[src/rtl/dsp_out_accumulator.sv]
// dsp_out_accumulator: sums COUNT DSP products per frame and hands the result off via valid/ready
module dsp_out_accumulator #(
    parameter int DATA_WIDTH = 4,
    parameter int ACC_WIDTH  = 8,
    parameter int COUNT      = 4,
    parameter bit SATURATE   = 1'b1
) (
    input  logic                  clk,
    input  logic                  rst,
    input  logic                  start,
    input  logic                  in_valid,
    input  logic [DATA_WIDTH-1:0] in_data,
    input  logic                  out_ready,
    output logic                  out_valid,
    output logic [ACC_WIDTH-1:0]  out_data,
    output logic                  overflow,
    output logic                  busy
);
    localparam int CW = $clog2(COUNT + 1);

    typedef enum logic [1:0] {IDLE, ACCUM, HOLD} state_t;

    state_t               state;
    logic [ACC_WIDTH-1:0] acc;
    logic [CW-1:0]        cnt;
    logic [ACC_WIDTH:0]   sum;
    logic [ACC_WIDTH-1:0] acc_next;
    logic                 last;

    // one-bit-wider add exposes the carry; clamp or wrap it back into ACC_WIDTH bits
    always_comb begin
        sum      = {1'b0, acc} + {{(ACC_WIDTH + 1 - DATA_WIDTH){1'b0}}, in_data};
        acc_next = (sum[ACC_WIDTH] && SATURATE) ? '1 : sum[ACC_WIDTH-1:0];
        last     = cnt == CW'(COUNT - 1);
    end

    // frame FSM with every output registered alongside the state
    always_ff @(posedge clk) begin
        if (rst) begin
            state     <= IDLE;
            acc       <= '0;
            cnt       <= '0;
            out_valid <= 1'b0;
            out_data  <= '0;
            overflow  <= 1'b0;
            busy      <= 1'b0;
        end else begin
            case (state)
                IDLE: if (start) begin
                    state    <= ACCUM;
                    acc      <= '0;
                    cnt      <= '0;
                    overflow <= 1'b0;
                    busy     <= 1'b1;
                end
                ACCUM: if (in_valid) begin
                    acc      <= acc_next;
                    cnt      <= cnt + CW'(1);
                    overflow <= overflow | sum[ACC_WIDTH];
                    if (last) begin
                        state     <= HOLD;
                        out_valid <= 1'b1;
                        out_data  <= acc_next;
                        busy      <= 1'b0;
                    end
                end
                HOLD: if (out_ready) begin
                    out_valid <= 1'b0;
                    state     <= start ? ACCUM : IDLE;
                    if (start) begin
                        acc      <= '0;
                        cnt      <= '0;
                        overflow <= 1'b0;
                        busy     <= 1'b1;
                    end
                end
                default: state <= IDLE;
            endcase
        end
    end
endmodule
[config.mk]
export PLATFORM = sky130hd
export DESIGN_NAME = dsp_out_accumulator
export DESIGN_NICKNAME = d
export VERILOG_FILES = /design/src/rtl/dsp_out_accumulator.sv
export SDC_FILE = /design/constraint.sdc
export NUM_CORES = 1
export LEC_CHECK = 0
export CORE_MARGIN = 10
export CORE_UTILIZATION = 41
export DETAILED_ROUTE_END_ITERATION = 8
export GPL_TIMING_DRIVEN = 0
export SLEW_MARGIN = 40
export SYNTH_ARGS = -nofsm -noshare
export SYNTH_HDL_FRONTEND = slang
export SYNTH_SLANG_ARGS = --single-unit
[constraint.sdc]
create_clock -name clk -period 5.63 [get_ports clk]
set_input_delay 0.563 -clock clk [delete_from_list [all_inputs] [get_ports clk]]
set_output_delay 0.563 -clock clk [all_outputs]
set_load 0.005 [all_outputs]
Word level (Yosys, flattened, before mapping)
Index checks and enable logic that the tools add are counted.

Muxes and demuxes: 28. Bitwise operators: 1. Equality and inequality tests: 7. Reduce and logical (&&, ||, !) cells: 8. Add/sub/neg operators: 2.

Operator list (count): 8-bit two-way mux (4); 8-bit one-hot mux with 3 select lines (1); 4-bit AND reduction (3); 1-bit two-way mux (11); 8-bit by 4-bit adder with 9-bit output (1); 3-bit two-way mux (3); 3-bit one-hot mux with 3 select lines (1); 2-bit two-way mux (4); 2-bit != test (second input constant) (4); 1-bit one-hot mux with 3 select lines (2); 2-bit one-hot mux with 3 select lines (1); 3-bit AND reduction (2); 3-bit by 1-bit adder with 3-bit output (second input constant) (1); 3-bit by 2-bit equality test with 1-bit output (second input constant) (1); 3-bit nonzero test (1); 2-bit by 1-bit equality test with 1-bit output (second input constant) (1); 2-bit equality test (second input constant) (1); 2-bit logical NOT (1); 1-bit one-hot mux with 2 select lines (1); 2-bit nonzero test (1); 1-bit bitwise OR (1).

Output and inout bits: 11. Bits in registers: 24.

Logic depth before layout (Yosys ltp)
Depth after elaboration: 4. Depth in mapped cells: 7. Depth with buffers taken out: 6.

Worst setup path after synthesis
No wires, ideal clock.

Path kind: input -> register. Start: input port in_data[0]. End: register out_data[4]. Path buffers: 0. Library setup time: 0.101 ns. Path slack: 3.584 ns. Arrival time: 1.945 ns. Data required time: 5.529 ns. Stages on the path: 6. Cell sequence: ha_1 > fa_1 > nand3_1 > nand2_1 > and3_1 > o41ai_1.

Word-level cells in the longest chain between the ends: 2.

RTL lines: from (decl) (line 12) `input logic [DATA_WIDTH-1:0] in_data,`; 8-bit by 4-bit adder with 9-bit output (line 32) `sum = {1'b0, acc} + {{(ACC_WIDTH + 1 - DATA_WIDTH){1'b0}}, in_data};`; 8-bit two-way mux (line 33) `acc_next = (sum[ACC_WIDTH] && SATURATE) ? '1 : sum[ACC_WIDTH-1:0];`; to (signal assigned) (line 63) `out_data <= acc_next;`; to (decl) (line 15) `output logic [ACC_WIDTH-1:0] out_data,`.

No other way between the ends. A chain may end at the register's enable or synchronous reset.

Worst setup path in the final report
Same ends and word-level chain as after synthesis.

==> summary.txt <==
Worst hold path
  – Hold WC Path Type: register to register

Yosys
  – Number of distinct library cells after synthesis: 47
  – Post-synth EDFFs: 0
  – Mapped Area: 0.00130 mm²
  – Cell count after synthesis: 151
  – Seq/Total Area, Yosys: 37.0%
  – Synth Area per Inst: 8.61 µm²
  – Synth Flop Type: dfxtp_1
  – Ys async rst share: 0%
  – Synth Warn #: 0
  – Yosys reg bits: 24
  – Syn_nets: 167

Power and ir drop
  – Pwr Density: 192 mW/mm²
  – Peak supply drop: 0.0979 mV
  – Leakage: 0.576 nW

Clock network
  – H-tree depth: 1
  – Root Driver: clkbuf_4
  – Post-CTS setup repair buffer count: 0
  – CTS Buf Count: 3
  – Clk Latency, worst-skew pair: 0.32 ns
  – Register clock-pin slew on the reported worst setup and hold paths: 0.13 ns
  – Clock Tree Buf Depth: 2
  – CTS tree: built
  – Post-cts repair resize count: 0
  – Clock Sinks: 24
  – Number of hold buffers added after CTS: 0

Worst setup path
  – Critical Path RT: 5.85 ns
  – Worst setup EP type: register
  – CP max stage delay: 0.43 ns
  – CP top delay family: adder cells
  – Arrival time of the worst setup path: 2.58 ns
  – Worst-path maximum fanout: 6
  – Critical-path cell list: clkdlybuf4s50_1 > ha_1 > fa_1 > nand3_1 > nand2_1 > and3_1 > o41ai_1
  – Bufs and invs on worst path: 1
  – CP Launch Type: input pin
  – Crit path kind: input pin to register
  – CP max-delay cell: fa_1

Timing
  – Fmax achieved: 0.425 GHz
  – RSZ-0062 raised after global routing: no
  – Final Hold Slack: 0.467 ns
  – Final setup vio count: 0
  – Total count of hold-check failures in the final report: 0
  – TNS Setup: 0 ns
  – Slew @ Worst Pin: 0.478 ns
  – Max-slew headroom: 68.1%
  – Worst Clk Skew: 0.0108 ns
  – Period utilization: 41.8%
  – Final slew viol count: 0
  – Min cycle time layout: 2.35 ns

Status
  – Status: complete, no violations

Global route
  – M3 GR Usage: 4.13%
  – Initial antenna violation count: 0
  – Met1 Usage GRT: 13.8%
  – GRT busiest layer: met2
  – Met2 Usage GRT: 14.9%
  – Global-route usage over all layers: 10.4%
  – Vias in the first global route: 1059
  – First-pass GRT wire length: 5.11 mm
  – GRT overflow: 0
  – Largest net degree at the start of global routing: 14

Cells and area
  – # diodes: 0
  – Multi-input combinational cell area: 771 µm²
  – Area Growth Syn to Fin: 21.7%
  – Final-layout fill cell count: 307
  – Layout cell share with drive strength beyond 1: 12.1%
  – Nets: 191
  – Final core utilization: 51.8%
  – Register area: 480 µm²

Drt
  – Drt pass-1 iters: 4
  – Initial drt markers: 82
  – DRC: 0
  – Post-DR vias/cell: 5.33
  – Total Routed Length: 3.12 mm
  – Via count: 1162
  – Post-route ant nets: 0
  – Wire per inst: 14.3 µm

Die
  – Initial Util: 42.6%
  – Placeable Area: 0.00305 mm²
  – Die Y: 76.3 µm
  – Die ar.: 0.00582 mm²
  – Rows: 20
  – Die X-Extent: 76.3 µm
  – I/O pins: 20

Placement
  – GPL Wtd Cong: 0.819
  – Port-buffer cells: 19
  – Post-DP HPWL: 2.37 mm

Job
  – MaxCap Viol Count: 0
==> cell type report <==
| class | instances | share of cell area (%) |
|---|---|---|
| multi-input combinational | 116 | 48.7 |
| sequential | 24 | 30.4 |
| timing repair buffer | 19 | 12.0 |
| tap | 44 | 3.48 |
| buffer | 9 | 2.61 |
| clock buffer | 4 | 2.29 |
| inverter | 2 | 0.475 |
==> worst min-delay path, cell delays in order (launching register included) <==
cell     delay (ns)
dfxtp_1        0.33
nand2_1        0.05
a21oi_1        0.05
==> cells by family after synthesis <==
family          Yosys count  synth area share (%)
buf+inv                  11                  3.75
simple gates             63                  26.5
fa+ha+maj                 7                  7.31
xor+xnor                  1                 0.674
flops                    24                  37.0
compound gates           45                  24.8
==> power breakdown <==
part	leakage [nW]	switching [mW]	internal, mW
Clock	0.0210	0.0512	0.0396
Sequential	0.194	0.00191	0.173
Combinational	0.361	0.0215	0.0166
==> metrics by stage <==
stage                     cell area, µm²  power (mW)  cells  setup WS (ns)
after detailed placement            1550       0.216    214           2.97
after global placement              1550       0.215    214           2.98
final                               1580       0.304    218           3.28
after global routing                1580       0.317    218           3.13
after floorplan                     1300       0.201    151           3.58
after CTS                           1580       0.307    218           3.28
==> synthesized netlist by cell type, drive strengths merged (2+ instances only) <==
master  number  area [µm²]
nor4         2        12.5
nor2        16        60.1
nand2       13        48.8
nand4b       2        17.5
a211oi       6        50.1
dfxtp       24         480
nor4b        2        17.5
nor2b        2        12.5
clkbuf       3        11.3
o21ai        5        25.0
nand3b       4        30.0
or3b         2        17.5
buf          6        30.0
and3         4        26.3
a21oi       17        96.4
nand3        5        25.0
a21o         2        16.3
a221oi       2        23.8
nand2b       3        18.8
a211o        2        17.5
inv          2        7.51
ha           6        75.1
nor3         3        15.0
==> flip-flops by register name (all words and copies together) (netlist names) <==
signal	flops
out_data	8
busy	1
state	2
acc	8
out_valid	1
overflow	1
cnt	3
==> per-layer routing <==
layer  wire length, µm  vias to the layer above
met2              1320                       26
li1                  -                      604
met1              1570                      526
met4                46                        0
met5                 0                        -
met3               186                        6
==> placed cells by master, fill, tap and decap left out, types with 2 or more instances in the layout <==
cell type	synthesis	routed
a211o_1	2	2
a211oi_1	5	5
a21oi_1	14	14
a21oi_2	3	3
and3_1	3	3
buf_2	6	6
clkbuf_1	3	3
clkbuf_4	0	3
clkdlybuf4s50_1	0	19
dfxtp_1	24	24
ha_1	6	6
inv_1	2	2
nand2_1	13	13
nand2b_1	3	3
nand3_1	5	5
nand3b_1	4	4
nand4b_1	2	2
nor2_1	16	16
nor2b_1	2	2
nor3_1	3	3
nor4_1	2	2
nor4b_1	2	2
o21ai_0	5	5
==> worst paths after layout <==
check              from          end  slack (ns)  cells after the start
max          in_data[0]  out_data[4]        3.28                      7
min           out_valid    out_valid        0.47                      2
max reg2reg      acc[0]  out_data[4]        3.62                      6
min reg2reg   out_valid    out_valid        0.47                      2
Note: power is estimated with default switching activity, not from simulation.
